### src/rtl/act_loop_ctrl_if.sv
// act_loop_ctrl_if: start/config, fetch handshake and loop-position flags of act_loop_ctrl.
// With ACT_LOOP_CTRL_PAUSE_EN defined, the interface also carries a pause input.
interface act_loop_ctrl_if #(
  parameter int ROW_W = 5,
  parameter int BLK_W = 6,
  parameter int FRM_W = 5,
  parameter int PAT_W = 8,
  parameter int LAY_W = 6
);
  logic             start;
  logic [ROW_W-1:0] cfg_len_row;
  logic [ROW_W-1:0] cfg_num_row;
  logic [BLK_W-1:0] cfg_num_blk;
  logic [FRM_W-1:0] cfg_num_frm;
  logic [PAT_W-1:0] cfg_num_pat;
  logic [LAY_W-1:0] cfg_num_lay;
  logic             fetch_req;
  logic             fetch_ack;
  logic             frt_act_row;
  logic             lst_act_row;
  logic             lst_act_blk;
  logic             frt_blk;
  logic             val_psum;
  logic             fnh_frm;
  logic             busy;
  logic             done;
`ifdef ACT_LOOP_CTRL_PAUSE_EN
  logic             pause;
`endif

  // Controller side
  modport slave (
`ifdef ACT_LOOP_CTRL_PAUSE_EN
    input  pause,
`endif
    input  start, cfg_len_row, cfg_num_row, cfg_num_blk, cfg_num_frm, cfg_num_pat,
           cfg_num_lay, fetch_ack,
    output fetch_req, frt_act_row, lst_act_row, lst_act_blk, frt_blk, val_psum,
           fnh_frm, busy, done
  );

  // Sequencer / memory side
  modport master (
`ifdef ACT_LOOP_CTRL_PAUSE_EN
    output pause,
`endif
    output start, cfg_len_row, cfg_num_row, cfg_num_blk, cfg_num_frm, cfg_num_pat,
           cfg_num_lay, fetch_ack,
    input  fetch_req, frt_act_row, lst_act_row, lst_act_blk, frt_blk, val_psum,
           fnh_frm, busy, done
  );
endinterface

### src/rtl/act_loop_ctrl.sv
// act_loop_ctrl: walks act -> row -> block -> frame -> patch -> layer loops, one
// fetch request per activation word, and emits loop-position flags for the PEC.
// Optional feature: define ACT_LOOP_CTRL_PAUSE_EN to add a pause input that stalls
// fetching without losing position.
module act_loop_ctrl #(
  parameter int ROW_W     = 5,
  parameter int BLK_W     = 6,
  parameter int FRM_W     = 5,
  parameter int PAT_W     = 8,
  parameter int LAY_W     = 6,
  parameter int DROP_ROWS = 2
) (
  input  logic         clk,
  input  logic         rst_n,
  act_loop_ctrl_if.slave io_bus
);
  typedef enum logic [1:0] {S_IDLE, S_RUN, S_DONE} state_t;

  localparam logic [ROW_W-1:0] DROP_V = ROW_W'(DROP_ROWS);

  state_t           r_state, w_state_nxt;
  logic [ROW_W-1:0] r_len_row, r_num_row, r_act, r_row;
  logic [BLK_W-1:0] r_num_blk, r_blk;
  logic [FRM_W-1:0] r_num_frm, r_frm;
  logic [PAT_W-1:0] r_num_pat, r_pat;
  logic [LAY_W-1:0] r_num_lay, r_lay;
  logic             r_fnh_frm;
  logic             w_run, w_fetch_req, w_beat, w_busy, w_done;
  logic             w_wrap_act, w_wrap_row, w_wrap_blk, w_wrap_frm, w_wrap_pat, w_wrap_lay;

  assign w_run = (r_state == S_RUN);
`ifdef ACT_LOOP_CTRL_PAUSE_EN
  assign w_fetch_req = w_run && !io_bus.pause;
`else
  assign w_fetch_req = w_run;
`endif
  assign w_beat = w_fetch_req && io_bus.fetch_ack;

  // Each level wraps only when every inner level wraps on the same beat.
  assign w_wrap_act = (r_act == r_len_row);
  assign w_wrap_row = w_wrap_act && (r_row == r_num_row);
  assign w_wrap_blk = w_wrap_row && (r_blk == r_num_blk);
  assign w_wrap_frm = w_wrap_blk && (r_frm == r_num_frm);
  assign w_wrap_pat = w_wrap_frm && (r_pat == r_num_pat);
  assign w_wrap_lay = w_wrap_pat && (r_lay == r_num_lay);

  // FSM state register
  always_ff @(posedge clk or negedge rst_n) begin
    if (!rst_n) r_state <= S_IDLE;
    else        r_state <= w_state_nxt;
  end

  // FSM next state and status outputs; the final beat is the one where every level wraps
  always_comb begin
    w_state_nxt = r_state;
    w_busy      = 1'b0;
    w_done      = 1'b0;
    case (r_state)
      S_IDLE: if (io_bus.start) w_state_nxt = S_RUN;
      S_RUN: begin
        w_busy = 1'b1;
        if (w_beat && w_wrap_lay) w_state_nxt = S_DONE;
      end
      S_DONE: begin
        w_busy      = 1'b1;
        w_done      = 1'b1;
        w_state_nxt = S_IDLE;
      end
      default: w_state_nxt = S_IDLE;
    endcase
  end

  // Config capture on start; loop counters advance only on a beat
  always_ff @(posedge clk or negedge rst_n) begin
    if (!rst_n) begin
      r_len_row <= '0; r_num_row <= '0; r_num_blk <= '0;
      r_num_frm <= '0; r_num_pat <= '0; r_num_lay <= '0;
      r_act <= '0; r_row <= '0; r_blk <= '0;
      r_frm <= '0; r_pat <= '0; r_lay <= '0;
    end else if (r_state == S_IDLE && io_bus.start) begin
      r_len_row <= io_bus.cfg_len_row;
      r_num_row <= io_bus.cfg_num_row;
      r_num_blk <= io_bus.cfg_num_blk;
      r_num_frm <= io_bus.cfg_num_frm;
      r_num_pat <= io_bus.cfg_num_pat;
      r_num_lay <= io_bus.cfg_num_lay;
      r_act <= '0; r_row <= '0; r_blk <= '0;
      r_frm <= '0; r_pat <= '0; r_lay <= '0;
    end else if (w_beat) begin
      r_act <= w_wrap_act ? '0 : r_act + 1'b1;
      if (w_wrap_act) r_row <= w_wrap_row ? '0 : r_row + 1'b1;
      if (w_wrap_row) r_blk <= w_wrap_blk ? '0 : r_blk + 1'b1;
      if (w_wrap_blk) r_frm <= w_wrap_frm ? '0 : r_frm + 1'b1;
      if (w_wrap_frm) r_pat <= w_wrap_pat ? '0 : r_pat + 1'b1;
      if (w_wrap_pat) r_lay <= w_wrap_lay ? '0 : r_lay + 1'b1;
    end
  end

  // Frame-done strobe, one cycle after the beat that wraps the block counter
  always_ff @(posedge clk or negedge rst_n) begin
    if (!rst_n) r_fnh_frm <= 1'b0;
    else        r_fnh_frm <= w_beat && w_wrap_blk;
  end

  assign io_bus.fetch_req   = w_fetch_req;
  assign io_bus.frt_act_row = (r_act == '0);
  assign io_bus.lst_act_row = w_run && w_wrap_act;
  assign io_bus.lst_act_blk = w_run && w_wrap_row;
  assign io_bus.frt_blk     = (r_blk == '0);
  assign io_bus.val_psum    = (r_row >= DROP_V);
  assign io_bus.fnh_frm     = r_fnh_frm;
  assign io_bus.busy        = w_busy;
  assign io_bus.done        = w_done;
endmodule

### src/flat_wrapper.sv
// flat-port wrapper written by rule: the top's interface ports become plain ports
module act_loop_ctrl_flat 
#(
  parameter int ROW_W     = 5,
  parameter int BLK_W     = 6,
  parameter int FRM_W     = 5,
  parameter int PAT_W     = 8,
  parameter int LAY_W     = 6,
  parameter int DROP_ROWS = 2
)
  (clk, rst_n, io_bus_start, io_bus_cfg_len_row, io_bus_cfg_num_row, io_bus_cfg_num_blk, io_bus_cfg_num_frm, io_bus_cfg_num_pat, io_bus_cfg_num_lay, io_bus_fetch_ack, io_bus_fetch_req, io_bus_frt_act_row, io_bus_lst_act_row, io_bus_lst_act_blk, io_bus_frt_blk, io_bus_val_psum, io_bus_fnh_frm, io_bus_busy, io_bus_done);
  act_loop_ctrl_if #(.ROW_W(ROW_W), .BLK_W(BLK_W), .FRM_W(FRM_W), .PAT_W(PAT_W), .LAY_W(LAY_W)) io_bus_i ();
  input  logic clk;
  input  logic rst_n;
  input wire logic [$bits(io_bus_i.start)-1:0] io_bus_start;
  input wire logic [$bits(io_bus_i.cfg_len_row)-1:0] io_bus_cfg_len_row;
  input wire logic [$bits(io_bus_i.cfg_num_row)-1:0] io_bus_cfg_num_row;
  input wire logic [$bits(io_bus_i.cfg_num_blk)-1:0] io_bus_cfg_num_blk;
  input wire logic [$bits(io_bus_i.cfg_num_frm)-1:0] io_bus_cfg_num_frm;
  input wire logic [$bits(io_bus_i.cfg_num_pat)-1:0] io_bus_cfg_num_pat;
  input wire logic [$bits(io_bus_i.cfg_num_lay)-1:0] io_bus_cfg_num_lay;
  input wire logic [$bits(io_bus_i.fetch_ack)-1:0] io_bus_fetch_ack;
  output wire logic [$bits(io_bus_i.fetch_req)-1:0] io_bus_fetch_req;
  output wire logic [$bits(io_bus_i.frt_act_row)-1:0] io_bus_frt_act_row;
  output wire logic [$bits(io_bus_i.lst_act_row)-1:0] io_bus_lst_act_row;
  output wire logic [$bits(io_bus_i.lst_act_blk)-1:0] io_bus_lst_act_blk;
  output wire logic [$bits(io_bus_i.frt_blk)-1:0] io_bus_frt_blk;
  output wire logic [$bits(io_bus_i.val_psum)-1:0] io_bus_val_psum;
  output wire logic [$bits(io_bus_i.fnh_frm)-1:0] io_bus_fnh_frm;
  output wire logic [$bits(io_bus_i.busy)-1:0] io_bus_busy;
  output wire logic [$bits(io_bus_i.done)-1:0] io_bus_done;
  assign io_bus_i.start = io_bus_start;
  assign io_bus_i.cfg_len_row = io_bus_cfg_len_row;
  assign io_bus_i.cfg_num_row = io_bus_cfg_num_row;
  assign io_bus_i.cfg_num_blk = io_bus_cfg_num_blk;
  assign io_bus_i.cfg_num_frm = io_bus_cfg_num_frm;
  assign io_bus_i.cfg_num_pat = io_bus_cfg_num_pat;
  assign io_bus_i.cfg_num_lay = io_bus_cfg_num_lay;
  assign io_bus_i.fetch_ack = io_bus_fetch_ack;
  assign io_bus_fetch_req = io_bus_i.fetch_req;
  assign io_bus_frt_act_row = io_bus_i.frt_act_row;
  assign io_bus_lst_act_row = io_bus_i.lst_act_row;
  assign io_bus_lst_act_blk = io_bus_i.lst_act_blk;
  assign io_bus_frt_blk = io_bus_i.frt_blk;
  assign io_bus_val_psum = io_bus_i.val_psum;
  assign io_bus_fnh_frm = io_bus_i.fnh_frm;
  assign io_bus_busy = io_bus_i.busy;
  assign io_bus_done = io_bus_i.done;
  act_loop_ctrl #(.ROW_W(ROW_W), .BLK_W(BLK_W), .FRM_W(FRM_W), .PAT_W(PAT_W), .LAY_W(LAY_W), .DROP_ROWS(DROP_ROWS)) u_core (.clk(clk), .rst_n(rst_n), .io_bus(io_bus_i));
endmodule
### config.mk
export PLATFORM = sky130hd
export DESIGN_NAME = act_loop_ctrl_flat
export DESIGN_NICKNAME = d
export VERILOG_FILES = /design/src/rtl/act_loop_ctrl_if.sv /design/src/rtl/act_loop_ctrl.sv /design/src/flat_wrapper.sv
export SDC_FILE = /design/constraint.sdc
export NUM_CORES = 1
export LEC_CHECK = 0
export CORE_MARGIN = 2
export CORE_UTILIZATION = 50
export CTS_BUF_LIST = sky130_fd_sc_hd__clkbuf_16
export DETAILED_ROUTE_END_ITERATION = 7
export DONT_BUFFER_PORTS = 1
export HOLD_SLACK_MARGIN = 0.03
export PLACE_DENSITY_LB_ADDON = 0.08
export SLEW_MARGIN = 25
export SYNTH_ARGS = -nofsm -noshare
export SYNTH_HDL_FRONTEND = slang
export SYNTH_SLANG_ARGS = --single-unit
### constraint.sdc
create_clock -name clk -period 2.1 [get_ports clk]
set_clock_uncertainty 0.2 [all_clocks]
set_input_delay 0.525 -clock clk [delete_from_list [all_inputs] [get_ports clk]]
set_output_delay 0.525 -clock clk [all_outputs]
set_load 0.02 [all_outputs]
==> metrics.txt <==
# TYPE chip_impl_metric gauge
chip_impl_metric{name="ys_seq_area_frac",unit=""} 0.473
chip_impl_metric{name="final_net_count",unit=""} 561
chip_impl_metric{name="synthDistinctLibCells",unit=""} 44
chip_impl_metric{name="worstPathArrival",unit="ps"} 2400
chip_impl_metric{name="route.final.wire_length",unit="mm"} 9.02
chip_impl_metric{name="worst_voltage_drop_across_the_vdd_grid",unit="V"} 0.000609
chip_impl_metric{name="antenna_cells_inserted",unit=""} 0
chip_impl_info{name="status",value="finished with violations"} 1
chip_impl_metric{name="timing.critical_path.fanout_max",unit=""} 5
chip_impl_info{name="root_buffer",value="clkbuf_16"} 1
chip_impl_metric{name="finalSetupTns",unit="ps"} -2560
chip_impl_metric{name="hpwl",unit="mm"} 6.13
chip_impl_metric{name="wirelength_per_cell",unit="um"} 14.6
chip_impl_info{name="synth_area_leader_cell",value="dfrtp_1"} 1
chip_impl_metric{name="worstPathRequired",unit="ps"} 2150
chip_impl_info{name="clock_tree_from_tritoncts",value="yes"} 1
chip_impl_info{name="r2r_start",value="u_core.r_len_row[2]"} 1
chip_impl_metric{name="clock_sink_count",unit=""} 73
chip_impl_metric{name="total_leakage_power",unit="nW"} 2.42
chip_impl_metric{name="fmax",unit="MHz"} 426
chip_impl_info{name="synthTopCellsByCount",value="nand2_1, dfrtp_1, xnor2_1"} 1
chip_impl_metric{name="core_area",unit="sq mm"} 0.00761
chip_impl_metric{name="synthCells",unit=""} 432
chip_impl_metric{name="clock_latency",unit="ps"} 330
chip_impl_metric{name="floorplan.initialDensity",unit=""} 0.508
chip_impl_metric{name="cts_bufs_inserted",unit=""} 9
chip_impl_metric{name="io_buffer_count",unit=""} 0
chip_impl_metric{name="syn_nets",unit=""} 484
chip_impl_metric{name="grt_antenna_before_repair",unit=""} 0
chip_impl_metric{name="timing.final.hold_violations",unit=""} 73
chip_impl_metric{name="floorplan.die.height",unit="um"} 91.9
chip_impl_metric{name="cap_viol_max_count",unit=""} 0
chip_impl_metric{name="synth-seq-cells",unit=""} 73
chip_impl_metric{name="htree_num_levels",unit=""} 3
chip_impl_metric{name="synth-edff-count",unit=""} 0
chip_impl_metric{name="globalRouteOverflowTotal",unit=""} 0
chip_impl_metric{name="grt_first_pass_wirelength",unit="mm"} 14.8
chip_impl_metric{name="totalPowerFinal",unit="mW"} 6.01
chip_impl_metric{name="ant_nets",unit=""} 0
chip_impl_info{name="cp-startpoint",value="u_core.r_len_row[2]"} 1
chip_impl_metric{name="ff2ff_path_depth",unit=""} 8
chip_impl_metric{name="floorplan.die_area",unit="sq mm"} 0.00845
chip_impl_metric{name="postSynthAreaPerCell",unit="sq um"} 8.94
chip_impl_metric{name="global_route.usage.total",unit=""} 0.223
chip_impl_metric{name="grt_pass1_vias",unit=""} 3248
chip_impl_metric{name="worst_pin_slew",unit="ps"} 443
chip_impl_metric{name="detailroute.via_count",unit=""} 3248
chip_impl_metric{name="max-slew-margin-rel",unit=""} 0.703
chip_impl_metric{name="grt_start_max_net_pins",unit=""} 74
chip_impl_metric{name="drt_iter0_drc",unit=""} 188
chip_impl_metric{name="yosysWarnings",unit=""} 0
chip_impl_metric{name="syn_to_final_growth",unit="%"} 31.9
chip_impl_metric{name="post_drt_via_cell_ratio",unit=""} 5.27
chip_impl_metric{name="die_width",unit="um"} 91.9
chip_impl_info{name="timing.critical_path.to",value="u_core.r_pat[6]"} 1
chip_impl_metric{name="dr.pass1.iters",unit=""} 4
chip_impl_metric{name="final_worst_path_cycle_share",unit=""} 1.12
chip_impl_metric{name="r2r_setup_slack",unit="ps"} -250
chip_impl_info{name="rsz0062_at_grt",value="true"} 1
chip_impl_metric{name="final_min_period",unit="ps"} 2350
chip_impl_metric{name="yosys.area.top_type_share",unit=""} 0.473
chip_impl_info{name="post_synth_main_area_contributors",value="dfrtp_1, nand2_1, xnor2_1"} 1
chip_impl_metric{name="rows",unit=""} 32
chip_impl_metric{name="final_core_util",unit=""} 0.670
chip_impl_info{name="startpoint_type_of_the_worst_setup_path",value="flop"} 1
chip_impl_info{name="failed_checks",value="hold timing, setup timing"} 1
chip_impl_metric{name="detail_route.drc_violations",unit=""} 0
chip_impl_info{name="crit_path_end_kind",value="flop"} 1
chip_impl_metric{name="gpl.final_weighted_congestion",unit=""} 0.793
chip_impl_metric{name="post_route_cells_drive_above_1_share",unit=""} 0.274
chip_impl_metric{name="layout_setup_ws",unit="ps"} -245
chip_impl_metric{name="total_of_endpoints_with_negative_setup_slack_in_the_final_report",unit=""} 21
chip_impl_metric{name="hold_slack",unit="ps"} -309
chip_impl_metric{name="clock_tree.buffer_depth",unit=""} 2
chip_impl_info{name="regToRegEndpoint",value="u_core.r_pat[6]"} 1
chip_impl_metric{name="final_max_slew_viol_count",unit=""} 0
chip_impl_info{name="synth-main-ff-cell",value="dfrtp_1"} 1
chip_impl_metric{name="boundaryPins",unit=""} 48
chip_impl_metric{name="synth_area",unit="sq mm"} 0.00386
chip_impl_info{name="min-delay-path-class",value="primary input to async pin"} 1
chip_impl_info{name="synth.most_common_cell",value="nand2_1"} 1
chip_impl_metric{name="powerDensity",unit="mW/mm^2"} 1180
chip_impl_metric{name="clk_pin_slew_worst_paths",unit="ps"} 60
chip_impl_info{name="crit_type",value="flop to flop"} 1
chip_impl_metric{name="async_reset_ff_frac",unit=""} 1.00
==> power by group <==
part	internal, mW	switching (mW)	leakage, nW	total (mW)
Combinational	1.16	1.32	1.35	2.48
Clock	0.783	0.568	0.126	1.35
Sequential	1.82	0.353	0.948	2.17
==> metrics by stage <==
stage / instances / setup WS [ps] / cell area, sq um
6_report: 616 / -245 / 5090
2_1_floorplan: 432 / -195 / 3930
3_5_place_dp: 582 / -268 / 4460
3_3_place_gp: 582 / -240 / 4460
4_1_cts: 613 / -225 / 4980
5_1_grt: 616 / -357 / 5090
==> cells in the final DEF (no fill, tap or decap), types with 5 or more instances in the layout <==
master	Yosys	routed
ha_1	13	11
a21oi_1	14	12
o21ai_1	0	5
dfrtp_1	73	73
inv_1	12	10
nand4_1	7	7
buf_4	0	72
o21a_1	6	6
nand2_1	133	132
buf_6	0	8
nand3_1	17	16
nor3_1	10	5
xor2_1	13	13
clkbuf_16	0	9
nor2_1	14	14
xnor2_1	28	25
o21ai_0	16	10
==> final cells by class <==
cell class / count / area (sq um)
Clock inverter: 7 / 37.5
Inverter: 12 / 50.0
Sequential cell: 73 / 1830
Timing Repair Buffer: 80 / 631
Clock buffer: 9 / 225
Multi-Input combinational cell: 333 / 2200
Fill cell: 650 / 2510
Tap cell: 102 / 128
==> kinds of logic after synthesis <==
logic type	share of synthesized area
mux	0.00583
compound gates	0.0861
fa+ha+maj	0.0421
flops	0.473
xor+xnor	0.0929
buf+inv	0.0253
simple gates	0.275
==> sequential cells by signal, indices dropped and copies added (netlist names), 6 cells and up <==
signal	count
u_core.r_blk	6
u_core.r_lay	6
u_core.r_num_blk	6
u_core.r_num_lay	6
u_core.r_num_pat	8
u_core.r_pat	8
==> routing by layer <==
| metal | global-route usage | part of all wire | up-vias | routed length (um) |
|---|---|---|---|---|
| met5 | 0 | 0 | - | 0 |
| li1 | - | - | 1613 | - |
| met1 | 0.283 | 0.44 | 1577 | 3990 |
| met2 | 0.388 | 0.51 | 49 | 4630 |
| met4 | 0.0609 | 0.010 | 0 | 90 |
| met3 | 0.0435 | 0.034 | 9 | 310 |
==> critical path, stage by stage (launching register included) <==
cell and delay [ps]:
dfrtp_1 390, xor2_1 170, nor2_2 170, nand4_4 180, nor4_4 330, buf_4 170
a21oi_4 70, or4_1 420, a21boi_1 150
==> worst min-delay path by stage <==
| stage | to | slack (ps) |
|---|---|---|
| after CTS | u_core.r_num_lay[1] | -320 |
| final | u_core.r_row[4] | -310 |
| after global routing | u_core.r_num_row[1] | -330 |
| after floorplan | u_core.io_bus.fnh_frm | 30 |
| after global placement | u_core.r_row[1] | 30 |
| after detailed placement | u_core.r_num_row[1] | 30 |
==> timing repair <==
| action | 4_1_cts | 5_1_grt |
|---|---|---|
| setup buffers | 14 | 7 |
| hold endpoints to repair | 73 | 73 |
| gates resized for setup | 34 | 24 |
| pin swaps | 17 | 10 |
| setup endpoints to repair | 22 | 55 |
| cloned | 1 | 0 |
No activity file was read; power rests on OpenSTA's default activity.
